**src/rtl/gen_cntr_pkg.sv**
```systemverilog
// Shared definitions for the gen_* counter family: FSM state encoding and width helper.
package gen_cntr_pkg;

  typedef enum logic [1:0] {
    ST_IDLE = 2'd0,
    ST_RUN  = 2'd1,
    ST_DONE = 2'd2
  } state_e;

  // Smallest bit width able to encode v distinct values (at least 1).
  function automatic int unsigned clog2(input int unsigned v);
    int unsigned w;
    w = 1;
    while ((64'd1 << w) < 64'(v)) w = w + 1;
    return w;
  endfunction

endpackage

```
**src/rtl/gen_dn_timer_prescaler.sv**
```systemverilog
// Enable-gated prescaler: one-cycle tick on every PRESCALE-th enabled cycle, phase held while disabled.
module gen_dn_timer_prescaler
  import gen_cntr_pkg::*;
#(
  parameter int unsigned PRESCALE = 10
) (
  input  logic iClk,
  input  logic iRst_n,
  input  logic iEn,
  input  logic iClr,
  output logic oTick
);

  localparam int unsigned PS_W = clog2(PRESCALE);
  localparam logic [PS_W-1:0] PS_LAST = PS_W'(PRESCALE - 1);

  logic [PS_W-1:0] r_cnt;

  assign oTick = iEn && (r_cnt == PS_LAST);

  always_ff @(posedge iClk) begin
    if (!iRst_n || iClr) begin
      r_cnt <= '0;
    end else if (iEn) begin
      r_cnt <= (r_cnt == PS_LAST) ? '0 : r_cnt + PS_W'(1);
    end
  end

endmodule

```
**src/rtl/gen_dn_timer.sv**
```systemverilog
// Programmable down-counting timer with one-shot/auto-reload, pause, abort and sticky done flag.
// Optional prescaled decrement enabled by defining GEN_DN_TIMER_PRESCALE_EN.
module gen_dn_timer
  import gen_cntr_pkg::*;
#(
  parameter int unsigned MAX_LOAD = 1000
`ifdef GEN_DN_TIMER_PRESCALE_EN
  , parameter int unsigned PRESCALE = 10
`endif
  , localparam int unsigned CNT_W = clog2(MAX_LOAD + 1)
) (
  input  logic             iClk,
  input  logic             iRst_n,
  input  logic             iStart,
  input  logic [CNT_W-1:0] iLoadVal,
  input  logic             iAutoReload,
  input  logic             iCntEn,
  input  logic             iAbort,
  input  logic             iDoneClr,
  output logic [CNT_W-1:0] oCntr,
  output logic             oBusy,
  output logic             oDonePulse,
  output logic             oDoneLvl
);

  state_e           r_state;
  logic [CNT_W-1:0] r_cntr;
  logic [CNT_W-1:0] r_reload;
  logic             r_auto;
  logic             r_pulse;
  logic             r_lvl;

  logic [CNT_W-1:0] w_load;
  logic             w_dec;
  logic             w_start_ok;
  logic             w_expire;

  // Clamp in CNT_W+1 bits so the compare never wraps.
  assign w_load = ({1'b0, iLoadVal} > (CNT_W+1)'(MAX_LOAD)) ? CNT_W'(MAX_LOAD) : iLoadVal;

  assign w_start_ok = (r_state != ST_RUN) && iStart && !iAbort;
  assign w_expire   = (r_state == ST_RUN) && !iAbort && w_dec && (r_cntr == CNT_W'(1));

`ifdef GEN_DN_TIMER_PRESCALE_EN
  logic w_tick;
  logic w_ps_clr;

  assign w_ps_clr = w_start_ok | iAbort | w_expire;
  assign w_dec    = iCntEn & w_tick;

  gen_dn_timer_prescaler #(
    .PRESCALE (PRESCALE)
  ) u_prescaler (
    .iClk   (iClk),
    .iRst_n (iRst_n),
    .iEn    (iCntEn),
    .iClr   (w_ps_clr),
    .oTick  (w_tick)
  );
`else
  assign w_dec = iCntEn;
`endif

  // Timer FSM; abort has top priority in every state.
  always_ff @(posedge iClk) begin
    if (!iRst_n) begin
      r_state  <= ST_IDLE;
      r_cntr   <= '0;
      r_reload <= '0;
      r_auto   <= 1'b0;
      r_pulse  <= 1'b0;
      r_lvl    <= 1'b0;
    end else begin
      r_pulse <= 1'b0;
      if (iDoneClr) r_lvl <= 1'b0;

      case (r_state)
        ST_IDLE, ST_DONE: begin
          if (iAbort) begin
            r_state <= ST_IDLE;
            r_cntr  <= '0;
          end else if (w_start_ok) begin
            r_reload <= w_load;
            r_auto   <= iAutoReload;
            r_lvl    <= 1'b0;
            if (w_load != '0) begin
              r_cntr  <= w_load;
              r_state <= ST_RUN;
            end else begin
              // Zero load expires immediately and never reloads.
              r_cntr  <= '0;
              r_state <= ST_DONE;
              r_pulse <= 1'b1;
              r_lvl   <= 1'b1;
            end
          end
        end

        ST_RUN: begin
          if (iAbort) begin
            r_state <= ST_IDLE;
            r_cntr  <= '0;
          end else if (w_expire) begin
            r_pulse <= 1'b1;
            r_lvl   <= 1'b1;
            if (r_auto) begin
              r_cntr <= r_reload;
            end else begin
              r_cntr  <= '0;
              r_state <= ST_DONE;
            end
          end else if (w_dec && (r_cntr > CNT_W'(1))) begin
            r_cntr <= r_cntr - CNT_W'(1);
          end
        end

        default: begin
          r_state <= ST_IDLE;
          r_cntr  <= '0;
        end
      endcase
    end
  end

  assign oCntr      = r_cntr;
  assign oBusy      = (r_state == ST_RUN);
  assign oDonePulse = r_pulse;
  assign oDoneLvl   = r_lvl;

endmodule

```
**config.mk**
```make
export PLATFORM = sky130hd
export DESIGN_NAME = gen_dn_timer
export DESIGN_NICKNAME = d
export VERILOG_FILES = /design/src/rtl/gen_cntr_pkg.sv /design/src/rtl/gen_dn_timer_prescaler.sv /design/src/rtl/gen_dn_timer.sv
export SDC_FILE = /design/constraint.sdc
export NUM_CORES = 1
export LEC_CHECK = 0
export BUFFER_PORTS_ARGS = -buffer_cell sky130_fd_sc_hd__buf_2
export CORE_MARGIN = 4
export CORE_UTILIZATION = 39
export CTS_CLUSTER_SIZE = 28
export DETAILED_ROUTE_END_ITERATION = 10
export PLACE_DENSITY = 0.7
export SETUP_SLACK_MARGIN = 0.5
export SLEW_MARGIN = 10
export SYNTH_ARGS = -nofsm -noshare
export SYNTH_HDL_FRONTEND = slang
export SYNTH_HIERARCHICAL = 1
export SYNTH_SLANG_ARGS = --single-unit
```
**constraint.sdc**
```tcl
create_clock -name iClk -period 3.4 [get_ports iClk]
set_input_delay 0.34 -clock iClk [delete_from_list [all_inputs] [get_ports iClk]]
set_output_delay 0.34 -clock iClk [all_outputs]
set_load 0.02 [all_outputs]
```
==> Word level (Yosys, flattened, before mapping) <==
Cells that the tools add are included.
{ "word_totals": {"ff_bits": 25, "out_inout_bits": 13} }
{ "op_classes": {"muxes": 28, "order_cmp": 2, "n_addsub": 1, "eq_ne": 8, "reduce_logical": 13, "n_bitwise": 1} }
{ "ops": {"columns": ["op", "n"], "rows": [
  ["2-to-1 mux 10 bit", 8],
  ["case mux 10 bit (2 select lines)", 1],
  ["2-to-1 mux 2 bit", 6],
  ["== test 10 x 1 -> 1 bit, second input constant", 1],
  ["> comparator 10 x 1 -> 1 bit, second input constant", 1],
  ["> comparator 10 bit, second input constant", 1],
  ["2-to-1 mux 1 bit", 10],
  ["nonzero test 10 bit", 1],
  ["subtractor 10 x 1 -> 10 bit, second input constant", 1],
  ["logical AND 1 bit", 6],
  ["!= test 3 bit, second input constant", 2],
  ["AND reduction 3 bit", 2],
  ["!= test 4 x 2 -> 1 bit, second input constant", 1],
  ["case mux 1 bit (2 select lines)", 2],
  ["case mux 2 bit (2 select lines)", 1],
  ["!= test 3 x 2 -> 1 bit, second input constant", 1],
  ["== test 2 x 1 -> 1 bit, second input constant", 1],
  ["== test 2 bit, second input constant", 1],
  ["logical NOT 2 bit", 1],
  ["!= test 2 x 1 -> 1 bit, second input constant", 1],
  ["AND reduction 2 bit", 1],
  ["OR reduction 2 bit", 1],
  ["logical NOT 1 bit", 1],
  ["NOT 1 bit", 1]
]} }

==> Logic depth before layout (Yosys ltp) <==
{ "depth": {"depth_word": 7, "depth_mapped": 8, "ltp_nobuf": 7} }

==> Worst setup path before layout <==
OpenSTA, ideal clock, no wires.
{ "synth_path": {"path_type": "register -> register", "from": "register r_cntr[1], in the netlist oCntr[1]", "to": "register r_cntr[8], in the netlist oCntr[8]", "path_stages_with_launch": 9, "slack_ps": 1325, "arrival_ps": 1991, "t_required_ps": 3316, "path_buffers": 1, "path_cell_list": "dfxtp_1 -> inv_1 -> ha_1 -> and3b_2 -> and4bb_2 -> clkbuf_8 -> o41ai_1 -> a211oi_2 -> o31ai_2"} }
{ "synth_between": {"elab_chain_len": 5, "elab_cells_between_ends": 11, "classes_between": "1 x add/sub; 1 x order compare; 2 x eq/ne; 4 x mux; 3 x reduce/logical"} }
{ "synth_rtl": {"columns": ["element", "line", "source"], "rows": [
  ["start: declaration", "gen_dn_timer.sv:27", "logic [CNT_W-1:0] r_cntr;"],
  ["start signal: assignment", "gen_dn_timer.sv:87", "r_cntr <= w_load;"],
  ["start signal: assignment", "gen_dn_timer.sv:107", "r_cntr <= r_reload;"],
  ["start signal: assignment", "gen_dn_timer.sv:113", "r_cntr <= r_cntr - CNT_W'(1);"],
  ["subtractor 10 x 1 -> 10 bit or == test 10 x 1 -> 1 bit (tied branches)", "gen_dn_timer.sv:113, gen_dn_timer.sv:42", null],
  ["2-to-1 mux 10 bit or logical AND 1 bit (tied branches)", "gen_dn_timer.sv:112, gen_dn_timer.sv:42", null],
  ["2-to-1 mux 10 bit", "gen_dn_timer.sv:103", "end else if (w_expire) begin"],
  ["2-to-1 mux 10 bit", "gen_dn_timer.sv:100", "if (iAbort) begin"],
  ["case mux 10 bit (2 select lines)", "gen_dn_timer.sv:77", "case (r_state)"]
]} }
Several ways; a longest one is shown, not always the timed one. The select of a mux whose other input is x is not followed.
A chain may end at the register's enable or synchronous reset.

==> Final worst setup path <==
{ "layout_path": {"from": "register r_cntr[0], in the netlist oCntr[0]", "to": "register r_cntr[8], in the netlist oCntr[8]"} }
Same word-level chain as after synthesis.

==> reports/results.tsv <==
metric	value	unit
R2R cell count	7	
uppermost layer routed	met4	
number of library cell types mapped by synthesis	56	
grt ovf	0	
clk_skew	3.795	ps
worst r2r src	oCntr[0]$_SDFFE_PN0P_	
final std cells w/o fill	256	
Worst Hold End	r_state[1]$_SDFFE_PN0P_	
met1 WL	1837	um
leading area contributor after synthesis	dfxtp_1	
Final min period	2285	ps
Post-CTS Setup Bufs	0	
most frequent cells after synthesis	nand2_1 (30), dfxtp_1 (25), a21oi_1 (20)	
Setup TNS	0	ps
initial core utilization	41.67	%
RR Endpoint	oCntr[8]$_SDFFE_PN0P_	
Synth area leaders	dfxtp_1 (32%), nand2_1 (7.2%), a21oi_1 (6.4%)	
layout cells sized above 1	24.04	%
router iterations before antenna repair	4	
Synth Flop Type	dfxtp_1	
Initial DRC Count	123	
Core Area	3771	um^2
Via density	5.727	
vias in the first global route	1297	
Placed Cells	252	
die height	71.48	um
CTS tree	done	
vias	1466	
HP Class	primary input to flip-flop	
Synth Net Count	204	
clock latency on the worst-skew pair	270	ps
DRC viols	0	
sequential-to-total area share from yosys stat	31.85	%
r2r setup slk	1110	ps
GRT Overall Usage	15.65	%
Clock Root Buffer	clkbuf_8	
MaxCap Viol Count	0	
Clock Tree Buf Depth	2	
IO Pins	30	
post-synth top area share	31.85	%
hold wc startpoint	iAbort	
hold path cells	2	
WP data arrival	2430	ps
Max VDD drop	264.7	uV
crit path max fanout	11	
most frequent cell after synthesis	nand2_1	
Final period util	67.22	%
Critical Path RT	3540	ps
ANT cells	0	
met3 WL post-DR	282	um
largest net degree at the start of global routing	24	
#FFs+latches synth	25	
unrepaired setup endpoints after global routing	no	
Lkg Pwr	0.6685	nW
FMAX	437.6	MHz
Worst-path clk slew	90	ps
Detail Placement HPWL	2786	um
EDFF count, synth	0	
Routed wire per std cell	15.24	um
Final nets	228	
# setup viols final	0	
CP Capture Type	flip-flop	
first-pass GRT wire length	6368	um
Post-DRT Antenna Nets	0	
CP Launch Type	flip-flop	
Tot Pwr	0.6727	mW
Synth Warn #	6	
share of flip-flops with an asynchronous set or reset	0	%
final wirelength	3902	um
gp weighted congestion	0.8289	
max-slew violations	0	
synth-to-layout area growth	9.634	%
worst-margin pin slew	780.3	ps
met2 wire len	1757	um
Mapped Cells	185	
H-tree levels	1	
Clock Sinks	25	
initial antenna violation count	0	
Setup Crit Path Kind	flip-flop to flip-flop	
Avg Inst Size Synth	8.495	um^2
status	finished, final reports clean	
Rel. slew slack	47.79	%
pwr dens	390.4	nW/um^2
CTS resizes	0	
Site Rows	22	
Die X	71.48	um
cts bufs inserted	3	
CTS Hold Bufs	0	
IO buf count	29	
final hold vios	0	
die area	5109	um^2
Mapped Area	1572	um^2
logic make-up after synthesis:
| kind of cell | Yosys count | share of synthesized area (%) |
|---|---|---|
| compound gates | 60 | 27.39 |
| fa+ha+maj | 2 | 1.592 |
| buf+inv | 14 | 7.484 |
| mux | 1 | 0.6370 |
| flops | 25 | 31.85 |
| xor+xnor | 2 | 1.115 |
| simple gates | 81 | 29.94 |
sequential cells by signal, indices dropped and copies added, names as in the netlist:
| signal | flops |
|---|---|
| r_reload | 10 |
| oDoneLvl | 1 |
| oCntr | 10 |
| r_state | 2 |
| oDonePulse | 1 |
| r_auto | 1 |
worst max-delay path: stages, from the launching register on:
cell and delay (ps):
dfxtp_1 370, inv_1 80, ha_1 190, or4b_4 510
o41ai_4 270, a31o_1 450, nor2b_1 210, o31ai_2 70
layout make-up:
cell class | instances | area [um^2]
fillers | 386 | 2048
multi-input cells | 146 | 953.4
flip-flops and latches | 25 | 500.5
repair buffers | 29 | 145.1
well taps | 48 | 60.06
clock buffers | 3 | 41.29
inverters | 4 | 15.01
clock inverters | 1 | 7.507
through the flow:
stage | hold WS, ps | area, um^2 | setup WS (ps) | utilization (%)
final | 295.5 | 1723 | 1115 | 45.69
after global routing | 288.3 | 1723 | 980.8 | 45.69
after global placement | 442.7 | 1674 | 1192 | 44.39
after detailed placement | 445.2 | 1674 | 1131 | 44.39
after CTS | 283.1 | 1723 | 1112 | 45.69
after floorplan | 416.1 | 1572 | 1325 | -
layer usage:
layer	up-vias	GRT usage [%]
li1	733	-
met1	679	21.81
met2	52	24.08
met3	2	3.647
met4	0	4.384
met5	-	0
cell usage in the layout, fill, tap and decap left out, types with 2 or more instances in the layout:
cell type,instances
nor2_1,8
or4_1,2
a32o_1,5
and2_1,2
nor3_1,7
a21o_1,2
inv_1,4
a22o_1,4
o21ai_0,12
and2b_2,2
clkbuf_8,3
a21oi_1,20
nand2_1,30
nand2b_1,2
buf_2,29
nor4_1,3
nand3_1,6
o31ai_1,2
dfxtp_1,25
ha_1,2
a211oi_1,3
report_power, final:
group / internal, mW / switching (mW) / leakage, nW / total [mW]
sequential: 0.308 / 0.0195 / 0.204 / 0.327
combinational: 0.0706 / 0.0901 / 0.443 / 0.161
clock: 0.0832 / 0.102 / 0.0217 / 0.185
worst max path at each step:
stage               slack [ps]                  start  cells past startpoint                     to
floorplan                 1330  oCntr[1]$_SDFFE_PN0P_                      8  oCntr[8]$_SDFFE_PN0P_
global placement          1190  oCntr[0]$_SDFFE_PN0P_                      7  oCntr[8]$_SDFFE_PN0P_
detailed placement        1130  oCntr[0]$_SDFFE_PN0P_                      7  oCntr[8]$_SDFFE_PN0P_
CTS                       1110  oCntr[0]$_SDFFE_PN0P_                      7  oCntr[8]$_SDFFE_PN0P_
global route               980  oCntr[0]$_SDFFE_PN0P_                      7  oCntr[8]$_SDFFE_PN0P_
finish                    1110  oCntr[0]$_SDFFE_PN0P_                      7  oCntr[8]$_SDFFE_PN0P_
Power figures use the tool's default switching activity.
